## config.mk

```make
export PLATFORM = sky130hd
export DESIGN_NAME = dmem_arbiter
export DESIGN_NICKNAME = d
export VERILOG_FILES = /design/src/rtl/dmem_arb_pkg.sv /design/src/rtl/rr_hold_arbiter.sv /design/src/rtl/dmem_arbiter.sv
export SDC_FILE = /design/constraint.sdc
export NUM_CORES = 1
export LEC_CHECK = 0
export ABC_CLOCK_PERIOD_IN_PS = 2400
export BUFFER_PORTS_ARGS = -buffer_cell sky130_fd_sc_hd__buf_2
export CORE_AREA = 2 2 117 119
export CTS_CLUSTER_DIAMETER = 50
export DETAILED_ROUTE_END_ITERATION = 10
export DIE_AREA = 0 0 119 121
export PLACE_DENSITY = 0.69
export SLEW_MARGIN = 40
export SYNTH_ARGS = -nofsm -noshare
export SYNTH_HDL_FRONTEND = slang
export SYNTH_SLANG_ARGS = --single-unit
```

## constraint.sdc

```tcl
create_clock -name clk -period 2.4 [get_ports clk]
set_input_delay 0.36 -clock clk [delete_from_list [all_inputs] [get_ports clk]]
set_output_delay 0.36 -clock clk [all_outputs]
set_load 0.01 [all_outputs]
```

## src/rtl/dmem_arb_pkg.sv

```systemverilog
// Shared constants for the data-memory arbiter.
//   - FSM state encoding: which requester (if any) was granted last cycle
//   - Requester IDs, also used as bit positions in the req/gnt vectors
//   - Hold-counter width and its saturating increment helper
package dmem_arb_pkg;

  localparam logic [1:0] ST_IDLE    = 2'd0;
  localparam logic [1:0] ST_OWN_CPU = 2'd1;
  localparam logic [1:0] ST_OWN_DMA = 2'd2;

  localparam logic ID_CPU = 1'b0;
  localparam logic ID_DMA = 1'b1;

  // Wide enough for the largest legal hold limit (15).
  localparam int unsigned HOLD_W = 4;

  function automatic logic [HOLD_W-1:0] hold_inc(input logic [HOLD_W-1:0] cnt,
                                                 input logic [HOLD_W-1:0] lim);
    return (cnt < lim) ? cnt + HOLD_W'(1) : cnt;
  endfunction

endpackage

```

## src/rtl/rr_hold_arbiter.sv

```systemverilog
// Two-requester arbiter with bounded ownership.
// A lone requester is always granted. On a tie the current owner keeps the
// grant until it has held it MAX_HOLD consecutive cycles, then it passes to
// the other side; from idle a tie goes to whoever was not served last.
// Ports:
//   clk   - clock, all state on rising edge
//   reset - synchronous active-low reset; forces gnt to 0 while low
//   req   - request vector, bit ID_CPU / ID_DMA
//   gnt   - one-hot-or-zero grant vector, combinational from req and state
module rr_hold_arbiter
  import dmem_arb_pkg::*;
#(
  parameter int unsigned MAX_HOLD = 4
) (
  input  logic       clk,
  input  logic       reset,
  input  logic [1:0] req,
  output logic [1:0] gnt
);

  localparam logic [HOLD_W-1:0] HOLD_MAX = HOLD_W'(MAX_HOLD);

  logic [1:0]        state_q, state_d;
  logic              last_q, last_d;
  logic [HOLD_W-1:0] hold_q, hold_d;
  logic              winner;

  // Tie-break choice; only consulted when both requesters are active.
  always_comb begin
    winner = ~last_q;
    case (state_q)
      ST_OWN_CPU: winner = (hold_q < HOLD_MAX) ? ID_CPU : ID_DMA;
      ST_OWN_DMA: winner = (hold_q < HOLD_MAX) ? ID_DMA : ID_CPU;
      default:    winner = ~last_q;
    endcase
  end

  always_comb begin
    gnt = 2'b00;
    if (reset) begin
      if (req == 2'b11) begin
        gnt[winner] = 1'b1;
      end else begin
        gnt = req;
      end
    end
  end

  always_comb begin
    state_d = ST_IDLE;
    last_d  = last_q;
    hold_d  = '0;
    if (gnt[ID_CPU]) begin
      state_d = ST_OWN_CPU;
      last_d  = ID_CPU;
      hold_d  = (state_q == ST_OWN_CPU) ? hold_inc(hold_q, HOLD_MAX) : HOLD_W'(1);
    end else if (gnt[ID_DMA]) begin
      state_d = ST_OWN_DMA;
      last_d  = ID_DMA;
      hold_d  = (state_q == ST_OWN_DMA) ? hold_inc(hold_q, HOLD_MAX) : HOLD_W'(1);
    end
  end

  always_ff @(posedge clk) begin
    if (!reset) begin
      state_q <= ST_IDLE;
      last_q  <= ID_DMA;
      hold_q  <= '0;
    end else begin
      state_q <= state_d;
      last_q  <= last_d;
      hold_q  <= hold_d;
    end
  end

endmodule

```

## src/rtl/dmem_arbiter.sv

```systemverilog
// Shares one single-port data memory between a CPU and a DMA requester.
// Grants come from rr_hold_arbiter; this level muxes the granted request onto
// the memory port and returns read data one cycle after the grant.
// Ports:
//   clk, reset                        - clock, synchronous active-low reset
//   cpu_req/we/addr/wdata             - CPU request (we=1 write)
//   cpu_gnt, cpu_rvalid, cpu_rdata    - CPU grant and read response
//   dma_*                             - same set for the DMA requester
//   mem_rd, mem_wr, mem_addr, mem_wdata - memory command, zero when idle
//   mem_rdata                         - combinational read data of mem_addr
module dmem_arbiter
  import dmem_arb_pkg::*;
#(
  parameter int unsigned AW       = 32,
  parameter int unsigned DW       = 32,
  parameter int unsigned MAX_HOLD = 4
) (
  input  logic          clk,
  input  logic          reset,
  input  logic          cpu_req,
  input  logic          cpu_we,
  input  logic [AW-1:0] cpu_addr,
  input  logic [DW-1:0] cpu_wdata,
  output logic          cpu_gnt,
  output logic          cpu_rvalid,
  output logic [DW-1:0] cpu_rdata,
  input  logic          dma_req,
  input  logic          dma_we,
  input  logic [AW-1:0] dma_addr,
  input  logic [DW-1:0] dma_wdata,
  output logic          dma_gnt,
  output logic          dma_rvalid,
  output logic [DW-1:0] dma_rdata,
  output logic          mem_rd,
  output logic          mem_wr,
  output logic [AW-1:0] mem_addr,
  output logic [DW-1:0] mem_wdata,
  input  logic [DW-1:0] mem_rdata
);

  logic [1:0]    req;
  logic [1:0]    gnt;
  logic          cpu_rd_gnt, dma_rd_gnt;
  logic          cpu_rvalid_q, dma_rvalid_q;
  logic [DW-1:0] cpu_rdata_q, dma_rdata_q;

  assign req[ID_CPU] = cpu_req;
  assign req[ID_DMA] = dma_req;

  rr_hold_arbiter #(
    .MAX_HOLD(MAX_HOLD)
  ) u_arb (
    .clk  (clk),
    .reset(reset),
    .req  (req),
    .gnt  (gnt)
  );

  assign cpu_gnt    = gnt[ID_CPU];
  assign dma_gnt    = gnt[ID_DMA];
  assign cpu_rd_gnt = cpu_gnt & ~cpu_we;
  assign dma_rd_gnt = dma_gnt & ~dma_we;

  always_comb begin
    mem_rd    = 1'b0;
    mem_wr    = 1'b0;
    mem_addr  = '0;
    mem_wdata = '0;
    if (cpu_gnt) begin
      mem_rd    = ~cpu_we;
      mem_wr    = cpu_we;
      mem_addr  = cpu_addr;
      mem_wdata = cpu_wdata;
    end else if (dma_gnt) begin
      mem_rd    = ~dma_we;
      mem_wr    = dma_we;
      mem_addr  = dma_addr;
      mem_wdata = dma_wdata;
    end
  end

  // Read data is captured at the grant edge and held until the next read.
  always_ff @(posedge clk) begin
    if (!reset) begin
      cpu_rvalid_q <= 1'b0;
      dma_rvalid_q <= 1'b0;
      cpu_rdata_q  <= '0;
      dma_rdata_q  <= '0;
    end else begin
      cpu_rvalid_q <= cpu_rd_gnt;
      dma_rvalid_q <= dma_rd_gnt;
      if (cpu_rd_gnt) cpu_rdata_q <= mem_rdata;
      if (dma_rd_gnt) dma_rdata_q <= mem_rdata;
    end
  end

  assign cpu_rvalid = cpu_rvalid_q;
  assign dma_rvalid = dma_rvalid_q;
  assign cpu_rdata  = cpu_rdata_q;
  assign dma_rdata  = dma_rdata_q;

endmodule
```

# Word-level counts from Yosys, hierarchy flattened
# Cells that the tools add are included.
[op_classes]
n_lt_le_gt_ge = 3
n_eq_ne = 3
mux = 24
add_sub_neg = 1
reduce_logical = 3
bitwise_logic = 6
[op_table]
columns = ["cell", "n"]
rows = [
  ["32-bit two-way mux", 4],
  ["4-bit two-way mux", 5],
  ["1-bit two-way mux", 10],
  ["2-bit two-way mux", 3],
  ["4-bit by 1-bit adder with 4-bit output (second input constant)", 1],
  ["2-bit == test (second input constant)", 2],
  ["4-bit by 3-bit less-than comparator with 1-bit output (second input constant)", 1],
  ["1-bit inverter", 4],
  ["1-bit AND", 2],
  ["2-bit by 1-bit == test with 1-bit output (second input constant)", 1],
  ["1-bit by 2-bit less-than comparator with 1-bit output (second input constant)", 1],
  ["1-bit case mux with 2 select lines", 1],
  ["2-bit nonzero test", 1],
  ["2-bit OR reduction", 1],
  ["1-bit demux with 1-bit select", 1],
  ["1-bit >= comparator (second input constant)", 1],
  ["1-bit logical AND", 1],
]
[totals]
wordCells = 48
out_inout_bits = 134
reg_bits = 73

# Logic depth before layout (Yosys ltp)
# Gate-level depths: netlist of the first run.
[logic_depth]
depth_word = 11
ltp_mapped = 8

# Modules after synthesis
# Synthesis of the first run repeated with hierarchy kept, for this count alone.
[unflattened]
hier_cells = 384
hier_area_um2 = 3567.2
[modules_own_cells]
columns = ["module", "instances", "seq_area_each_um2", "area_each_um2", "cells_each"]
rows = [
  ["dmem_arbiter", 1, 1321.3, 3161.8, 336],
  ["rr_hold_arbiter", 1, 140.1, 405.4, 48],
]

# Least setup slack after synthesis of the first run
# Ideal clock, no wire load.
[synth_timing]
path_type = "register to output"
startpoint = "register u_arb.state_q[0]"
endpoint = "output port mem_addr[0]"
slack_ns = 0.200
stages_incl_launch_ff = 8
t_arrival_ns = 1.840
path_buffers = 2
t_required_ns = 2.040
path_cell_list = "dfxtp_1 inv_1 ha_1 o311a_1 nor2_1 buf_2 buf_4 a22o_1"
[synth_between]
elab_chain_len = 10
[synth_rtl]
columns = ["element", "line_no", "source"]
rows = [
  ["start, declared", "rr_hold_arbiter.sv:23", "logic [1:0] state_q, state_d;"],
  ["start signal, assigned", "rr_hold_arbiter.sv:70", "state_q <= state_d;"],
  ["2-bit == test or 2-bit by 1-bit == test with 1-bit output (tied branches)", "rr_hold_arbiter.sv:31", "case (state_q)"],
  ["1-bit case mux with 2 select lines *", "rr_hold_arbiter.sv:31", ""],
  ["1-bit by 2-bit less-than comparator with 1-bit output (implied by the code) or 1-bit >= comparator (tied branches)", "rr_hold_arbiter.sv:42", "gnt[winner] = 1'b1;"],
  ["1-bit logical AND (implied by the code)", "rr_hold_arbiter.sv:42", ""],
  ["1-bit two-way mux (implied by the code)", "rr_hold_arbiter.sv:42", ""],
  ["1-bit demux with 1-bit select *", "--", ""],
  ["2-bit two-way mux *", "rr_hold_arbiter.sv:41", "if (req == 2'b11) begin"],
  ["2-bit two-way mux *", "rr_hold_arbiter.sv:40", "if (reset) begin"],
  ["32-bit two-way mux", "dmem_arbiter.sv:74", "end else if (dma_gnt) begin"],
  ["32-bit two-way mux *", "dmem_arbiter.sv:69", "if (cpu_gnt) begin"],
  ["end, declared", "dmem_arbiter.sv:36", "output logic [AW-1:0] mem_addr,"],
]
# Every way passes the cells marked *; elsewhere a longest branch is shown, timed or not.

# Worst setup path after layout of the first run
[layout_timing]
startpoint = "register u_arb.state_q[1]"
endpoint = "output port mem_wdata[24]"
[layout_between]
elab_chain_len = 10
[layout_rtl]
columns = ["element", "line_no", "source"]
rows = [
  ["2-bit == test or 2-bit by 1-bit == test with 1-bit output (tied branches)", "rr_hold_arbiter.sv:31", ""],
  ["1-bit case mux with 2 select lines *", "rr_hold_arbiter.sv:31", ""],
  ["1-bit by 2-bit less-than comparator with 1-bit output (implied by the code) or 1-bit >= comparator (tied branches)", "rr_hold_arbiter.sv:42", ""],
  ["1-bit logical AND (implied by the code)", "rr_hold_arbiter.sv:42", ""],
  ["1-bit two-way mux (implied by the code)", "rr_hold_arbiter.sv:42", ""],
  ["1-bit demux with 1-bit select *", "--", ""],
  ["2-bit two-way mux *", "rr_hold_arbiter.sv:41", ""],
  ["2-bit two-way mux *", "rr_hold_arbiter.sv:40", ""],
  ["32-bit two-way mux", "dmem_arbiter.sv:74", ""],
  ["32-bit two-way mux *", "dmem_arbiter.sv:69", ""],
  ["end, declared", "dmem_arbiter.sv:37", "output logic [DW-1:0] mem_wdata,"],
]
# Marks and branches as above.

==> reports/metrics.yaml, run 1 <==
yosysSeqAreaShare_pct: 43.8
ios: 300
wl_per_cell_um: 20.4
max_freq_mhz: 377
vias: 4064
gr-usage-met3_pct: 5.73
syn_area_per_cell_um2: 9.87
crit_buf_inv: 5
area_delta_synth_final_pct: 82.3
crit_path_start_kind: "register"
period_needed_ns: 2.65
grtUsageMet1_pct: 29.4
viasPerCell: 4.83
clock_path_buffers: 2
synth_cells: 338
drt_wl_total_um: 17100
synth-async-reset-ratio_pct: 0
path_cells: "inv_2 -> ha_4 -> o21a_1 -> buf_6 -> o311ai_4 -> a21boi_4 -> buf_12 -> clkbuf_16 -> a22o_1 -> buf_2"
grt_pass1_wl_um: 24400
synth.area.top_cells: "dfxtp_1, a22o_1, mux2i_1"
cts_tree: "done"
gp_congestion: 0.801
cp.arrival_ns: 2.29
setup_ws_ns: -0.255
crit_path_end_kind: "output port"
max_stage_delay_ns: 0.34
worstRegToRegCells: 9
grt_pass1_vias: 4053
final.period_utilization_pct: 111
drt_pre_antenna_iters: 4
postRouteAntennaNets: 0
crit_fanout: 7
failed_checks: "negative setup slack"
cts.sinks: 73
n_antenna_cell: 0
place_ws_ns: 0.0868
cpMaxStageDelayCell: "dfxtp_2"
multi_input_area_mm2: 0.00172
synth_top_area_share_pct: 43.8
ys_seq_elements: 73
top_usage_layer: "met2"
synthFlopType: "dfxtp_1"
finalHoldViolations: 0
drv_slew: 0
yosys.cell_types.count: 29
hp-class: "in -> reg"
synth_area_mm2: 0.00334
ys_warn_count: 0
nFillCells: 1240
power.density_mw_per_mm2: 653
route.detailed.drc: 0
h-tree-depth: 3
status: "finished with violations"
portBuffers: 299
die_area_mm2: 0.0144
antenna_found_initial: 2
setup_viol: 68
yosysMostFrequentCell: "a22o_1"
path_class: "reg -> out"
clk_latency_ns: 0.33
register_area_mm2: 0.00147
cp_top_family: "compound AO/OA/AOI/OAI gates"
grt_max_degree: 34
die_x_um: 119
cts_buffers: 9
core.rowCount: 42
clkTransAtPathRegs_ns: 0.06
nNetsFinal: 830
syn_nets: 508
layout.cells.non_filler: 841
placed_cells: 799
cts_root_buffer: "clkbuf_16"
synth_common_cells: "a22o_1, dfxtp_1, inv_1, nand2_1, mux2i_1"
die_h_um: 121
max_slew_margin_pct: 77.3
hpwlAfterDp_um: 12500
synth_edf_count: 0
rsz0062_at_grt: "true"
tightestPinTransition_ns: 0.341
holdBufCountCts: 0
finClkSkew_ns: 0.00452
core_area_mm2: 0.0131
drive_gt1_share_pct: 56.7
gr-usage-all-layers_pct: 22.6
start_util_pct: 25.5
overflow: 0
grt_use_met2_pct: 35.3
maxCapViolations: 0
min_path_cells: 2
synth_top_area_cell: "dfxtp_1"
cp.required_ns: 2.04
peakVddDrop_mv: 0.643
path_depth: 10
p_leak_nw: 3.24
drtIter0Drc: 229
## worst register-to-register path, stage by stage (launching register included)
cell,delay [ns]
dfxtp_2,0.33
buf_6,0.11
ha_4,0.15
nor3b_4,0.16
o311a_1,0.36
buf_4,0.17
nor3_4,0.16
buf_4,0.15
buf_12,0.20
mux2i_1,0.23
## power by group
group | leakage (nW) | switching [mW] | total [mW] | internal (mW)
sequential | 0.598 | 0.0404 | 1.33 | 1.29
clock | 0.173 | 0.515 | 1.56 | 1.05
combinational | 2.47 | 0.528 | 1.08 | 0.550
total | 3.24 | 1.08 | 3.97 | 2.89
## final cells by class
type	instances	area share, %
Inverter	39	2.41
Sequential cell	73	24.1
Timing Repair Buffer	338	35.8
Tap cell	176	3.62
Clock inverter	6	1.85
Multi-Input combinational cell	199	28.3
Clock buffer	10	3.93
## metrics by stage
stage | TNS, ns | hold slack (ns) | instance area, um2 | utilization, % | total power [mW]
after floorplan | 0 | 0.464 | 3340 | - | 1.76
after global placement | 0 | 0.439 | 5070 | 38.7 | 2.20
after detailed placement | 0 | 0.446 | 5070 | 38.7 | 2.20
after CTS | -12.76 | 0.245 | 6020 | 46.0 | 3.98
after global routing | -19.86 | 0.268 | 6080 | 46.5 | 4.14
final | -13.84 | 0.262 | 6080 | 46.5 | 3.97
## worst paths after layout
check,start,endpoint,slack [ns]
worst min-delay path,mem_rdata[10],dma_rdata[10],0.26
worst max register to register,u_arb.state_q[1],cpu_rdata[22],0.31
worst min register to register,cpu_rdata[0],cpu_rdata[0],0.45
worst max-delay path,u_arb.state_q[1],mem_wdata[24],-0.25
## sequential cells by signal (all words and copies together), names as in the netlist
signal,cells
cpu_rdata,32
dma_rdata,32
u_arb.hold_q,4
u_arb.state_q,2
cpu_rvalid,1
dma_rvalid,1
u_arb.last_q,1
## placed cells by master, fill, tap and decap left out, drive strengths merged, types with 2 or more instances in the layout
cell type / instances
a21boi: 2
a21oi: 7
a22o: 97
buf: 335
bufinv: 3
clkbuf: 12
dfxtp: 73
ha: 4
inv: 41
mux2i: 33
nand2: 36
nor2: 4
o21ai: 3
## repair_timing
action,4_1_cts,5_1_grt
setup buffers,12,6
pin swaps,6,17
resized for setup,46,9
setup endpoints to repair,68,68
gates cloned,10,2
## layer usage
layer	up-vias	part of all wire (%)
met4	4	3.7
met3	34	9.1
met1	1923	42
li1	1879	-
met2	224	45
met5	-	0.14
## logic make-up after synthesis
group | share of synthesized area (%)
multiplexers | 9.90
XOR/XNOR | 0.263
flip-flops | 43.8
AO/OA/AOI/OAI | 29.6
AND/OR/NAND/NOR | 6.11
buffers and inverters | 8.85
adder cells (fa/ha/maj) | 1.50
No activity file was read; power rests on OpenSTA's default activity.
==> inputs of run 2 (changes only) <==
--- a/config.mk
+++ b/config.mk
@@ -6,7 +6,7 @@
 export NUM_CORES = 1
 export LEC_CHECK = 0
 export ABC_CLOCK_PERIOD_IN_PS = 2400
-export BUFFER_PORTS_ARGS = -buffer_cell sky130_fd_sc_hd__buf_2
+export BUFFER_PORTS_ARGS = -buffer_cell sky130_fd_sc_hd__buf_4
 export CORE_AREA = 2 2 117 119
 export CTS_CLUSTER_DIAMETER = 50
 export DETAILED_ROUTE_END_ITERATION = 10
==> reports/metrics.yaml, run 2 (synthesized netlist as in run 1, its figures left out) <==
layout.cells.non_filler: 833
status: "finished with violations"
die_area_mm2: 0.0144
portBuffers: 299
n_antenna_cell: 0
final.period_utilization_pct: 107
cp.required_ns: 2.04
finClkSkew_ns: 0.00821
grt_pass1_vias: 4064
route.detailed.drc: 0
overflow: 0
nFillCells: 1148
max_slew_margin_pct: 75.0
holdPathEnd: "dma_rdata[31]"
dpl_cell_area_mm2: 0.00581
start_util_pct: 25.5
seqPwrFrac_pct: 34.5
tightestPinTransition_ns: 0.376
power_switching_mw: 1.05
path_class: "reg -> out"
drtIter0Drc: 254
r2r_start: "u_arb.state_q[0]"
setup_ws_ns: -0.165
cts_buffers: 9
internal_power_mw: 2.82
rsz0062_at_grt: "true"
min_from: "mem_rdata[31]"
clk_latency_ns: 0.33
wl_per_cell_um: 21.4
drt_pre_antenna_iters: 4
grt_max_degree: 34
h-tree-depth: 3
worstRegToRegCells: 9
power.density_mw_per_mm2: 579
grt_pass1_wl_um: 25100
r2r_slack_ns: 0.29
register_area_mm2: 0.00147
final_area_mm2: 0.00668
maxCapViolations: 0
ios: 300
die_x_um: 119
min_path_cells: 2
timing.rr.end: "cpu_rdata[18]"
placed_cells: 798
die_h_um: 121
p_leak_nw: 3.34
drv_slew: 0
clkTransAtPathRegs_ns: 0.05
multi_input_area_mm2: 0.00172
area_delta_synth_final_pct: 100
cp.arrival_ns: 2.20
gp_congestion: 1.06
finish.utilization_pct: 51.1
cts.sinks: 73
core_area_mm2: 0.0131
postRouteAntennaNets: 0
cts_tree: "done"
crit_path_end_kind: "output port"
antenna_found_initial: 0
drive_gt1_share_pct: 56.0
most-common-layout-cells: "buf_4, a22o_1, dfxtp_1"
hp-class: "in -> reg"
nNetsFinal: 823
clkPwrFrac_pct: 33.8
drt_wl_total_um: 17800
crit_fanout: 9
place_ws_ns: -0.0945
finalHoldViolations: 0
pwr-share-comb_pct: 31.7
period_needed_ns: 2.56
core.rowCount: 42
final_common_cell: "buf_4"
gr-usage-all-layers_pct: 23.6
hpwlAfterDp_um: 13900
p_sw_share_pct: 27.1
failed_checks: "negative setup slack"
peakVddDrop_mv: 0.461
crit_path_start_kind: "register"
setup_viol: 66
max_freq_mhz: 390
cts_root_buffer: "clkbuf_16"
viasPerCell: 4.91
vias: 4087
clock_path_buffers: 2
-- run 2: changes by cell type in the layout (fill, tap and decap cells not counted), moves of 3 or more --
| cell | delta |
|---|---|
| clkbuf_1 | +3 |
| buf_2 | -289 |
| buf_16 | -4 |
| buf_6 | +5 |
| buf_4 | +278 |
-- run 2: power by group through the flow --
stage          clock, mW  sequential, mW  combinational (mW)
6_report            1.31            1.34                1.23
3_5_place_dp           0            1.36                1.03
5_1_grt             1.38            1.34                1.29
3_3_place_gp           0            1.35                1.02
4_1_cts             1.34            1.34                1.20
2_1_floorplan          0            1.39               0.374
-- run 2: metal layers --
layer  part of all wire, %  track usage [%]  wire [um]  vias up
met3                    10             7.66       1840       38
met2                    46             37.1       8170      253
met5                     0                0          0        -
met1                    38             27.9       6700     1942
met4                   6.2             14.5       1100        0
li1                      -                -          -     1854
-- run 2: stage by stage --
| stage | total power [mW] | TNS, ns | hold WS (ns) |
|---|---|---|---|
| after floorplan | 1.76 | 0 | 0.464 |
| after detailed placement | 2.39 | -0.401 | 0.451 |
| after global placement | 2.38 | -0.188 | 0.443 |
| after CTS | 3.88 | -8.88 | 0.245 |
| after global routing | 4.02 | -12.90 | 0.250 |
| final | 3.87 | -7.78 | 0.256 |
-- run 2: how the worst max path moves through the flow --
| stage | startpoint | endpoint | slack, ns |
|---|---|---|---|
| final | u_arb.state_q[0] | mem_wdata[20] | -0.16 |
| after global routing | u_arb.state_q[1] | mem_wdata[10] | -0.22 |
| after CTS | u_arb.state_q[0] | mem_addr[6] | -0.17 |
| after detailed placement | u_arb.state_q[0] | mem_addr[6] | -0.09 |
| after global placement | u_arb.state_q[0] | mem_addr[6] | -0.06 |
| after floorplan | u_arb.state_q[0] | mem_addr[0] | 0.20 |
-- run 2: repair_timing --
action / CTS / global route
pin swaps: 21 / 3
buffers inserted: 9 / 3
hold endpoints to repair: 0 / 0
gates resized for setup: 52 / 7
hold buffers: 0 / 0
gates cloned: 7 / 1
endpoints found under the setup margin: 68 / 68
-- run 2: layout make-up --
| type | count | area share, % |
|---|---|---|
| clock buffers | 13 | 3.74 |
| inverters | 39 | 2.19 |
| well taps | 176 | 3.29 |
| clock inverters | 2 | 0.580 |
| multi-input cells | 199 | 25.8 |
| repair buffers | 331 | 42.5 |
| flip-flops and latches | 73 | 21.9 |
-- run 2: critical path, stage by stage, from the launching register on --
cell and delay, ns:
dfxtp_2 0.35, inv_2 0.05, ha_4 0.15, nor3b_4 0.16
o311a_4 0.38, nor2_4 0.14, buf_12 0.13, buf_12 0.12
buf_16 0.12, a22o_1 0.16, buf_4 0.12
==> inputs of run 3 (changes only) <==
--- a/config.mk
+++ b/config.mk
@@ -5,13 +5,15 @@
 export SDC_FILE = /design/constraint.sdc
 export NUM_CORES = 1
 export LEC_CHECK = 0
-export ABC_CLOCK_PERIOD_IN_PS = 2400
+export ABC_CLOCK_PERIOD_IN_PS = 2300
 export BUFFER_PORTS_ARGS = -buffer_cell sky130_fd_sc_hd__buf_4
-export CORE_AREA = 2 2 117 119
+export CELL_PAD_IN_SITES_DETAIL_PLACEMENT = 0
+export CELL_PAD_IN_SITES_GLOBAL_PLACEMENT = 1
+export CORE_MARGIN = 2
+export CORE_UTILIZATION = 23
 export CTS_CLUSTER_DIAMETER = 50
 export DETAILED_ROUTE_END_ITERATION = 10
-export DIE_AREA = 0 0 119 121
-export PLACE_DENSITY = 0.69
+export PLACE_DENSITY = 0.88
 export SLEW_MARGIN = 40
 export SYNTH_ARGS = -nofsm -noshare
 export SYNTH_HDL_FRONTEND = slang
==> constraint.sdc (replaced) <==
create_clock -name clk -period 2.3 [get_ports clk]
set_input_delay 0.345 -clock clk [delete_from_list [all_inputs] [get_ports clk]]
set_output_delay 0.345 -clock clk [all_outputs]
set_load 0.01 [all_outputs]
==> reports/metrics.yaml, run 3 (synthesized netlist as in run 1, its figures left out) <==
status: "finished with violations"
failed_checks: "negative setup slack"
holdBufCountCts: 0
drtIter0Drc: 96
crit_path_end_kind: "output port"
p_leak_nw: 3.27
cp.required_ns: 1.96
crit_fanout: 7
drive_gt1_share_pct: 55.0
most-common-layout-cells: "buf_4, a22o_1, dfxtp_1"
grt_pass1_wl_um: 23300
tightestPinTransition_ns: 0.370
nNetsFinal: 818
gp_congestion: 0.880
clk_latency_ns: 0.33
timing.hold.ws_ns: 0.240
hpwlAfterDp_um: 11300
final.period_utilization_pct: 110
wl_per_cell_um: 19.0
viasPerCell: 4.63
cts_tree: "done"
cp.arrival_ns: 2.19
clkTransAtPathRegs_ns: 0.06
grt_max_degree: 34
gr-usage-all-layers_pct: 19.3
finClkSkew_ns: 0.00563
setup_ws_ns: -0.237
drt_pre_antenna_iters: 4
die_h_um: 124
die_x_um: 124
place_ws_ns: -0.0428
drv_slew: 0
drt_wl_total_um: 15900
cts_root_buffer: "clkbuf_16"
core.rowCount: 44
peakVddDrop_mv: 0.521
internal_power_mw: 3.07
power.density_mw_per_mm2: 629
finalHoldViolations: 0
route.detailed.drc: 0
n_antenna_cell: 0
grt_pass1_vias: 4037
die_area_mm2: 0.0155
h-tree-depth: 3
crit_path_start_kind: "register"
max_freq_mhz: 394
setup_viol: 67
ios: 300
path_class: "reg -> out"
period_needed_ns: 2.54
maxCapViolations: 0
core_area_mm2: 0.0144
pwr-share-comb_pct: 29.1
rsz0062_at_grt: "true"
area_delta_synth_final_pct: 97.3
final.setup.tns_ns: -11.95
antenna_found_initial: 0
finish.utilization_pct: 45.8
postRouteAntennaNets: 0
start_util_pct: 23.2
hp-class: "in -> reg"
nFillCells: 1352
max_slew_margin_pct: 75.3
vias: 3873
overflow: 0
seqPwrFrac_pct: 33.7
power_switching_mw: 1.07
p_sw_share_pct: 25.8
final_common_cell: "buf_4"
cts_buffers: 9
clock_path_buffers: 2
clkPwrFrac_pct: 37.2
portBuffers: 299
cts.sinks: 73
==> run 3: changes by cell type in the layout (fill, tap and decap cells not counted), moves of 2 or more <==
cell	delta
a22o_4	-7
a22o_1	+7
clkbuf_1	-3
clkbuf_8	+2
bufbuf_16	-3
buf_12	-2
clkbuf_16	+2
==> run 3: timing repair <==
| action | in CTS | in global routing |
|---|---|---|
| resized for setup | 34 | 10 |
| endpoints found under the hold margin | 0 | 0 |
| pin swaps | 23 | 17 |
| cloned | 6 | 3 |
| buffers inserted | 10 | 3 |
| endpoints found under the setup margin | 68 | 68 |
==> run 3: final cells by class <==
class                           count  area [um2]  share of cell area (%)
Clock buffer                       12         267                    4.05
Clock inverter                      4        73.8                    1.12
Inverter                           39         146                    2.22
Multi-Input combinational cell    199        1690                    25.6
Sequential cell                    73        1460                    22.2
Tap cell                          184         230                    3.50
Timing Repair Buffer              326        2710                    41.2
==> run 3: layer usage <==
| layer | global-route usage (%) | wire [um] |
|---|---|---|
| met1 | 20.2 | 5940 |
| met2 | 36.3 | 8370 |
| met3 | 5.07 | 1010 |
| met4 | 7.53 | 552 |
| met5 | 0 | 0 |
==> run 3: final timing paths <==
| path | start | end | slack [ns] | depth (start not counted) |
|---|---|---|---|---|
| max reg2reg | u_arb.state_q[1] | cpu_rdata[29] | 0.14 | 9 |
| max | u_arb.state_q[1] | mem_wdata[29] | -0.24 | 9 |
| min | mem_rdata[0] | dma_rdata[0] | 0.24 | 2 |
| min reg2reg | cpu_rdata[28] | cpu_rdata[28] | 0.46 | 2 |
==> run 3: per-stage QoR <==
step           cells  total power, mW  cell area [um2]
2_1_floorplan    338             1.84             3340
5_1_grt          837             4.31             6580
6_report         837             4.14             6580
4_1_cts          836             4.17             6550
3_5_place_dp     805             2.47             5820
3_3_place_gp     805             2.45             5820
==> run 3: worst max-delay path: stages, from the launching register on <==
cell     delay, ns
dfxtp_2       0.32
buf_6         0.11
ha_4          0.14
nor3b_4       0.17
o311a_4       0.34
nor2_4        0.18
buf_6         0.16
buf_12        0.13
a22o_1        0.18
buf_6         0.13
==> run 3: power by group through the flow <==
stage	clock [mW]	combinational [mW]	sequential, mW
4_1_cts	1.57	1.20	1.39
3_5_place_dp	0	1.06	1.42
2_1_floorplan	0	0.390	1.45
3_3_place_gp	0	1.04	1.41
6_report	1.54	1.21	1.39
5_1_grt	1.63	1.28	1.40
